### src/rtl/updy_pkg.sv
// updy_pkg -- shared types and constants for the change-in-Y stream engine.
//   CW_DEFAULT     default real/imag component width
//   cplx_t         complex word {re, im} at the default width
//   beatKind_e     classification of an input beat (OFF, DIAG, NOP)
//   state_e        change-sequencing FSM states (S_OFF, S_DIAG)
//   satMax/satMin  saturation bounds for a w-bit two's complement component,
//                  returned in 64 bits (callers truncate to w bits)
// Optional feature macro: UPDY_SAT_EN (saturating component arithmetic).
package updy_pkg;

  localparam int CW_DEFAULT = 24;

  typedef struct packed {
    logic [CW_DEFAULT-1:0] re;
    logic [CW_DEFAULT-1:0] im;
  } cplx_t;

  typedef enum logic [1:0] {
    OFF  = 2'd0,
    DIAG = 2'd1,
    NOP  = 2'd2
  } beatKind_e;

  typedef enum logic {
    S_OFF  = 1'b0,
    S_DIAG = 1'b1
  } state_e;

  function automatic logic [63:0] satMax(int w);
    return (64'd1 << (w - 1)) - 64'd1;
  endfunction

  // Inverting +max gives -2^(w-1) in the low w bits.
  function automatic logic [63:0] satMin(int w);
    return ~satMax(w);
  endfunction

endpackage

### src/rtl/updy_cplx_addsub.sv
// updy_cplx_addsub -- LAT-stage elastic complex add/sub with sideband.
// The operation is applied on load; the result then moves through LAT
// valid/ready stages. A stage loads when it is empty or when everything
// downstream of it can move, so a full pipeline accepts and emits in the
// same cycle.
// Ports:
//   clock, reset        rising-edge clock, async active-high reset
//   loadValid           beat to load into stage 0 (qualified by loadReady)
//   opA, opB, opSub     operands {re,im}; opSub=1 -> a-b, else a+b
//   kindIn, doneIn      sideband carried with the result
//   loadReady           stage 0 can take a beat this cycle
//   outValid/outReady   output handshake from the last stage
//   outY/outKind/outDone result and sideband, held while stalled
//   anyValid            any stage holds a beat
// Optional feature macro: UPDY_SAT_EN -- components saturate instead of wrap.
module updy_cplx_addsub
  import updy_pkg::*;
#(
  parameter int CW  = CW_DEFAULT,
  parameter int LAT = 2
) (
  input  logic          clock,
  input  logic          reset,
  input  logic          loadValid,
  input  logic [2*CW-1:0] opA,
  input  logic [2*CW-1:0] opB,
  input  logic          opSub,
  input  logic          kindIn,
  input  logic          doneIn,
  output logic          loadReady,
  output logic          outValid,
  input  logic          outReady,
  output logic [2*CW-1:0] outY,
  output logic          outKind,
  output logic          outDone,
  output logic          anyValid
);

`ifdef UPDY_SAT_EN
  localparam logic [CW-1:0] SAT_HI = CW'(satMax(CW));
  localparam logic [CW-1:0] SAT_LO = CW'(satMin(CW));
`endif

  function automatic logic [CW-1:0] compOp(logic [CW-1:0] a, logic [CW-1:0] b, logic sub);
`ifdef UPDY_SAT_EN
    logic [CW:0] s;
    s = sub ? ({a[CW-1], a} - {b[CW-1], b}) : ({a[CW-1], a} + {b[CW-1], b});
    // Top two bits of the sign-extended sum disagree only on overflow.
    if (s[CW] != s[CW-1]) return s[CW] ? SAT_LO : SAT_HI;
    return s[CW-1:0];
`else
    return sub ? (a - b) : (a + b);
`endif
  endfunction

  logic [LAT-1:0]  vld;
  logic [LAT-1:0]  canLoad;
  logic [LAT-1:0]  kindPipe;
  logic [LAT-1:0]  donePipe;
  logic [2*CW-1:0] yPipe [LAT];
  logic [2*CW-1:0] result;

  assign result = {compOp(opA[2*CW-1:CW], opB[2*CW-1:CW], opSub),
                   compOp(opA[CW-1:0],    opB[CW-1:0],    opSub)};

  // Stage k may load if any stage at or after k is empty, or the output drains.
  always_comb begin
    for (int k = 0; k < LAT; k++) begin
      canLoad[k] = outReady;
      for (int j = k; j < LAT; j++) begin
        if (!vld[j]) canLoad[k] = 1'b1;
      end
    end
  end

  always_ff @(posedge clock or posedge reset) begin
    if (reset) begin
      vld      <= '0;
      kindPipe <= '0;
      donePipe <= '0;
      for (int k = 0; k < LAT; k++) yPipe[k] <= '0;
    end else begin
      if (canLoad[0]) begin
        vld[0]      <= loadValid;
        yPipe[0]    <= result;
        kindPipe[0] <= kindIn;
        donePipe[0] <= doneIn;
      end
      for (int k = 1; k < LAT; k++) begin
        if (canLoad[k]) begin
          vld[k]      <= vld[k-1];
          yPipe[k]    <= yPipe[k-1];
          kindPipe[k] <= kindPipe[k-1];
          donePipe[k] <= donePipe[k-1];
        end
      end
    end
  end

  assign loadReady = canLoad[0];
  assign outValid  = vld[LAT-1];
  assign outY      = yPipe[LAT-1];
  assign outKind   = kindPipe[LAT-1];
  assign outDone   = donePipe[LAT-1];
  assign anyValid  = |vld;

endmodule

### src/rtl/updy_stream_engine.sv
// updy_stream_engine -- applies a stream of branch-change beats to Y entries.
// Each change is one off-diagonal beat (y_b != 0) followed by DIAG_PER_CHG
// diagonal beats (y_b == 0, y_a != 0); all-zero beats are consumed silently.
// The change FSM and delta register update on accept, so the next beat in
// the same cycle stream already sees the new delta.
// Ports:
//   clock, reset             rising-edge clock, async active-high reset
//   in_valid/in_ready        input handshake
//   in_mode                  0 add branch, 1 remove branch (off-diag beats)
//   in_y_a, in_y_b           current entry and branch admittance, {re,im}
//   out_valid/out_ready      output handshake
//   out_y, out_kind          updated entry; kind 0 off-diag, 1 diag
//   out_chg_done             result is the last diagonal of its change
//   err_seq                  one-cycle pulse after an out-of-sequence beat
//   busy                     beats in flight or a change is open
// Optional feature macro: UPDY_SAT_EN -- saturating component arithmetic.
module updy_stream_engine
  import updy_pkg::*;
#(
  parameter int CW           = CW_DEFAULT,
  parameter int ADD_LAT      = 2,
  parameter int DIAG_PER_CHG = 2
) (
  input  logic            clock,
  input  logic            reset,
  input  logic            in_valid,
  output logic            in_ready,
  input  logic            in_mode,
  input  logic [2*CW-1:0] in_y_a,
  input  logic [2*CW-1:0] in_y_b,
  output logic            out_valid,
  input  logic            out_ready,
  output logic [2*CW-1:0] out_y,
  output logic            out_kind,
  output logic            out_chg_done,
  output logic            err_seq,
  output logic            busy
);

  localparam int CNT_W = $clog2(DIAG_PER_CHG + 1);
  localparam logic [CNT_W-1:0] LAST_DIAG = CNT_W'(DIAG_PER_CHG - 1);

  // state  | meaning
  // S_OFF  | no change open; expecting an off-diagonal beat
  // S_DIAG | change open; counting its diagonal beats
  state_e          state;
  logic            mode;
  logic [2*CW-1:0] delta;
  logic [CNT_W-1:0] count;
  logic            errSeqQ;

  beatKind_e       kind;
  logic            accept;
  logic [2*CW-1:0] opB;
  logic            opSub;
  logic            beatDone;
  logic            seqErr;
  logic            pipeBusy;

  always_comb begin
    if (in_y_b != '0)      kind = OFF;
    else if (in_y_a != '0) kind = DIAG;
    else                   kind = NOP;
  end

  assign accept = in_valid & in_ready;

  // A diagonal outside a change passes through unchanged (b = 0, add).
  always_comb begin
    opB      = '0;
    opSub    = 1'b0;
    beatDone = 1'b0;
    seqErr   = 1'b0;
    case (kind)
      OFF: begin
        opB    = in_y_b;
        opSub  = ~in_mode;
        seqErr = (state == S_DIAG);
      end
      DIAG: begin
        if (state == S_DIAG) begin
          opB      = delta;
          opSub    = mode;
          beatDone = (count == LAST_DIAG);
        end else begin
          seqErr = 1'b1;
        end
      end
      default: ;
    endcase
  end

  always_ff @(posedge clock or posedge reset) begin
    if (reset) begin
      state   <= S_OFF;
      mode    <= 1'b0;
      delta   <= '0;
      count   <= '0;
      errSeqQ <= 1'b0;
    end else begin
      errSeqQ <= accept & seqErr;
      if (accept) begin
        if (kind == OFF) begin
          delta <= in_y_b;
          mode  <= in_mode;
          count <= '0;
          state <= S_DIAG;
        end else if (kind == DIAG && state == S_DIAG) begin
          if (beatDone) begin
            delta <= '0;
            count <= '0;
            state <= S_OFF;
          end else begin
            count <= count + CNT_W'(1);
          end
        end
      end
    end
  end

  // Stage 0 only loads when it can, so loadValid need not include in_ready.
  updy_cplx_addsub #(
    .CW  (CW),
    .LAT (ADD_LAT)
  ) uAddSub (
    .clock     (clock),
    .reset     (reset),
    .loadValid (in_valid & (kind != NOP)),
    .opA       (in_y_a),
    .opB       (opB),
    .opSub     (opSub),
    .kindIn    (kind == DIAG),
    .doneIn    (beatDone),
    .loadReady (in_ready),
    .outValid  (out_valid),
    .outReady  (out_ready),
    .outY      (out_y),
    .outKind   (out_kind),
    .outDone   (out_chg_done),
    .anyValid  (pipeBusy)
  );

  assign err_seq = errSeqQ;
  assign busy    = pipeBusy | (state != S_OFF);

endmodule

### config.mk
export PLATFORM = sky130hd
export DESIGN_NAME = updy_stream_engine
export DESIGN_NICKNAME = d
export VERILOG_FILES = /design/src/rtl/updy_pkg.sv /design/src/rtl/updy_cplx_addsub.sv /design/src/rtl/updy_stream_engine.sv
export SDC_FILE = /design/constraint.sdc
export NUM_CORES = 1
export LEC_CHECK = 0
export ABC_AREA = 1
export CORE_MARGIN = 10
export CORE_UTILIZATION = 45
export DETAILED_ROUTE_END_ITERATION = 10
export PLACE_DENSITY = 0.67
export REMOVE_ABC_BUFFERS = 1
export SLEW_MARGIN = 10
export SYNTH_ARGS = -nofsm -noshare
export SYNTH_HDL_FRONTEND = slang
export SYNTH_HIERARCHICAL = 1
export SYNTH_SLANG_ARGS = --single-unit
### constraint.sdc
create_clock -name clock -period 6.6 [get_ports clock]
set_input_delay 0.66 -clock clock [delete_from_list [all_inputs] [get_ports clock]]
set_output_delay 0.66 -clock clock [all_outputs]
set_load 0.02 [all_outputs]
==> impl_metrics.csv <==
group,metric,value,unit
critical_path,critPathKind,"in2reg",
detailed_routing,drc,0,
critical_path,required,6910,ps
detailed_routing,vias_per_cell,5.00,
floorplanning,die_w,179,microns
timing,tightest_slew,958,ps
layout,syn2layout_area_growth,18.5,%
global_routing,grt_usage,20.6,%
detailed_routing,wl,34300,microns
detailed_routing,wl_per_cell,16.0,microns
pwr,total_leakage_power,7.03,nW
global_routing,overflow,0,
timing,timing.hold.ws,469,ps
clock_network,cts_resized,0,
timing,period_share,72.2,%
min_path,hp-class,"reg2reg",
detailed_routing,drtAntennaViolNets,0,
synthesis,ys_ff_latch,155,
timing,rsz0062_at_grt,"false",
critical_path,crit_fanout,23,
global_routing,grt_max_degree,78,
timing,setup_ws,1830,ps
layout,fin_nets,1949,
timing,finalSetupViolCount,0,
timing,hold_viol,0,
synthesis,yosysWarningCount,6,
critical_path,cpMostUsedCell,"nand2_1",
timing,timing.final.max_slew_violations,0,
detailed_routing,drt_iter0_markers,965,
clock_network,cts-root-buf,"clkbuf_16",
critical_path,crit_family,"simple AND/OR/NAND/NOR gates",
synthesis,ys_types,43,
timing,max_freq,210,MHz
floorplanning,core,25100,sq um
global_routing,grt_pass1_wl,55000,microns
timing,fin_skew,12.7,ps
timing,finalCriticalPeriod,4770,ps
outcome,status,"finished clean",
synthesis,netlist_area,11400,sq um
layout,finish.utilization,54.0,%
critical_path,end_kind,"register",
critical_path,crit_buf_inv,2,
floorplanning,initial_core_util,45.6,%
critical_path,cpPeakStageDelay,490,ps
flow_run,drv_cap,0,
clock_network,clk_path_buf_depth,2,
clock_network,post_cts_buffers,0,
layout,fill_cells,2533,
clock_network,clkLatencyLatePin,430,ps
placed_design,io_buffers,154,
detailed_routing,dr.pass1.iters,5,
pwr,power,3.58,mW
floorplanning,io_pins,155,
floorplanning,floorplan.rows,58,
pwr,cellPowerDensity,264,nW/um^2
global_routing,grt_pass1_vias,10300,
clock_network,ctsHoldBuffers,0,
clock_network,cts_buffers,17,
clock_network,cts_tree,"done",
floorplanning,die_area,32200,sq um
critical_path,cp-start-kind,"input pin",
clock_network,clk_pin_slew,70,ps
timing,fin_setup_tns,0,ps
placed_design,dp_hpwl,26000,microns
clock_network,cts_max_level,4,
pwr,peakVddDrop,156,uV
synthesis,synth_seq_area_share,33.9,%
critical_path,slowest_stage,"clkdlybuf4s50_1",
floorplanning,die_h,179,microns
synthesis,syn_avg_cell_area,6.71,sq um
timing,slew_headroom,35.9,%
placed_design,post-place-ws,1380,ps
clock_network,cts_sinks,155,
detailed_routing,via_count,10700,
placed_design,gp_congestion,0.911,
synthesis,postSynthCellCount,1705,
global_routing,antenna_found_initial,1,
layout,drive_above_1_share,6.36,%
critical_path,cp.arrival,5080,ps
kinds of logic (layout without fill, tap and decap cells):
kind of cell,after synthesis,after routing,synth area share (%)
other,0,1,0
AND/OR/NAND/NOR,961,961,34.2
flip-flops,155,155,33.9
adder cells (fa/ha/maj),53,53,5.93
buffers and inverters,300,403,12.0
AO/OA/AOI/OAI,184,184,9.98
XOR/XNOR,52,52,3.98
cells in the final DEF (no fill, tap or decap), types with 3 or more instances in the layout:
cell	synthesis	routed
nand2_2	10	10
nor2_2	4	6
nor2_4	4	4
nand4_1	21	21
o21bai_1	4	4
clkbuf_16	0	17
nor4_1	3	3
inv_1	202	200
o21ai_0	59	58
o21ai_1	10	11
a21oi_1	47	47
xor2_1	35	35
nor3_2	3	3
buf_4	50	10
clkdlybuf4s50_1	0	154
xnor2_1	17	17
nor2_1	153	151
inv_2	5	6
ha_1	51	51
bufinv_16	0	6
o21ai_2	4	4
or2_2	4	4
dfrtp_1	155	155
a21oi_2	4	4
nor3_1	8	8
nand2_1	662	662
a31o_1	7	7
o21a_1	3	3
clkinv_4	0	3
a31oi_1	9	9
nand3_1	76	76
a31o_2	31	31
nand3b_1	6	6
through the flow:
| stage | instances | cell area, sq um |
|---|---|---|
| finish | 2139 | 13600 |
| global route | 2138 | 13600 |
| global placement | 2106 | 12900 |
| floorplan | 1612 | 10800 |
| CTS | 2138 | 13600 |
| detailed placement | 2106 | 12900 |
synthesized netlist by cell type, drive strengths merged:
| master | count | area (sq um) |
|---|---|---|
| nand2 | 672 | 2550 |
| inv | 207 | 777 |
| nor2 | 161 | 644 |
| dfrtp | 155 | 3880 |
| nand3 | 76 | 380 |
| buf | 75 | 531 |
| o21ai | 73 | 380 |
| a21oi | 51 | 270 |
| ha | 51 | 638 |
| a31o | 38 | 333 |
| xor2 | 35 | 307 |
| nand4 | 21 | 131 |
| clkbuf | 18 | 67.6 |
| xnor2 | 17 | 149 |
| nor3 | 11 | 70.1 |
| a31oi | 9 | 56.3 |
| or2 | 8 | 50.0 |
| nand3b | 6 | 45.0 |
| o21bai | 4 | 30.0 |
| nor4 | 3 | 18.8 |
| o21a | 3 | 22.5 |
| a21o | 2 | 15.0 |
| and2 | 2 | 12.5 |
| fa | 2 | 40.0 |
| o31ai | 2 | 20.0 |
| a211oi | 1 | 7.51 |
| nor3b | 1 | 12.5 |
| o211ai | 1 | 7.51 |
final timing paths:
kind                                   start                 to  slack [ps]  depth (start not counted)
max                               in_y_a[31]  uAddSub/yPipe[91]        1830                         25
min reg2reg                uAddSub/yPipe[62]   uAddSub/outY[14]         470                          2
max reg2reg                            state  uAddSub/yPipe[69]        2510                         23
min                        uAddSub/yPipe[62]   uAddSub/outY[14]         470                          2
min in group asynchronous              reset  uAddSub/yPipe[48]         650                          2
max in group asynchronous              reset    uAddSub/outY[4]        4610                          3
worst register-to-register path: cells and delay by family (launching register included):
family                     cells  cell delay, ps
and+or+nand+nor               14            1530
xor gates and xnor gates       1             130
adders and majority gates      1             370
buffers and inverters          5            1010
AOI/OAI and AO/OA              2             250
DFF                            1             700
state kept, by name (all words and copies together), names as in the netlist:
| name | flops |
|---|---|
| uAddSub/kindPipe | 2 |
| uAddSub/outY | 48 |
| uAddSub/yPipe | 48 |
| state | 1 |
| mode | 1 |
| uAddSub/donePipe | 2 |
| delta | 48 |
| count | 2 |
| uAddSub/vld | 2 |
| err_seq | 1 |
final cells by class:
cell class	count	area (sq um)	share of cell area, %
Sequential cell	155	3880	28.6
Multi-Input combinational cell	1250	6190	45.7
Clock buffer	19	433	3.19
Inverter	207	779	5.75
Antenna cell	1	2.50	0.0185
Timing Repair Buffer	164	1620	11.9
Clock inverter	13	239	1.76
Tap cell	330	413	3.05
per-layer routing:
metal	up-vias	GRT usage [%]	wire length (microns)
met5	-	0	0
met3	24	2.93	1830
met4	0	5.62	495
li1	5474	-	-
met2	303	32.4	15400
met1	4892	28.9	16600
power breakdown:
part	switching (mW)	internal, mW	leakage, nW
Sequential	0.108	1.15	1.88
Combinational	0.711	0.466	4.83
Clock	0.428	0.715	0.324
Total	1.25	2.33	7.03
Power figures use the tool's default switching activity.
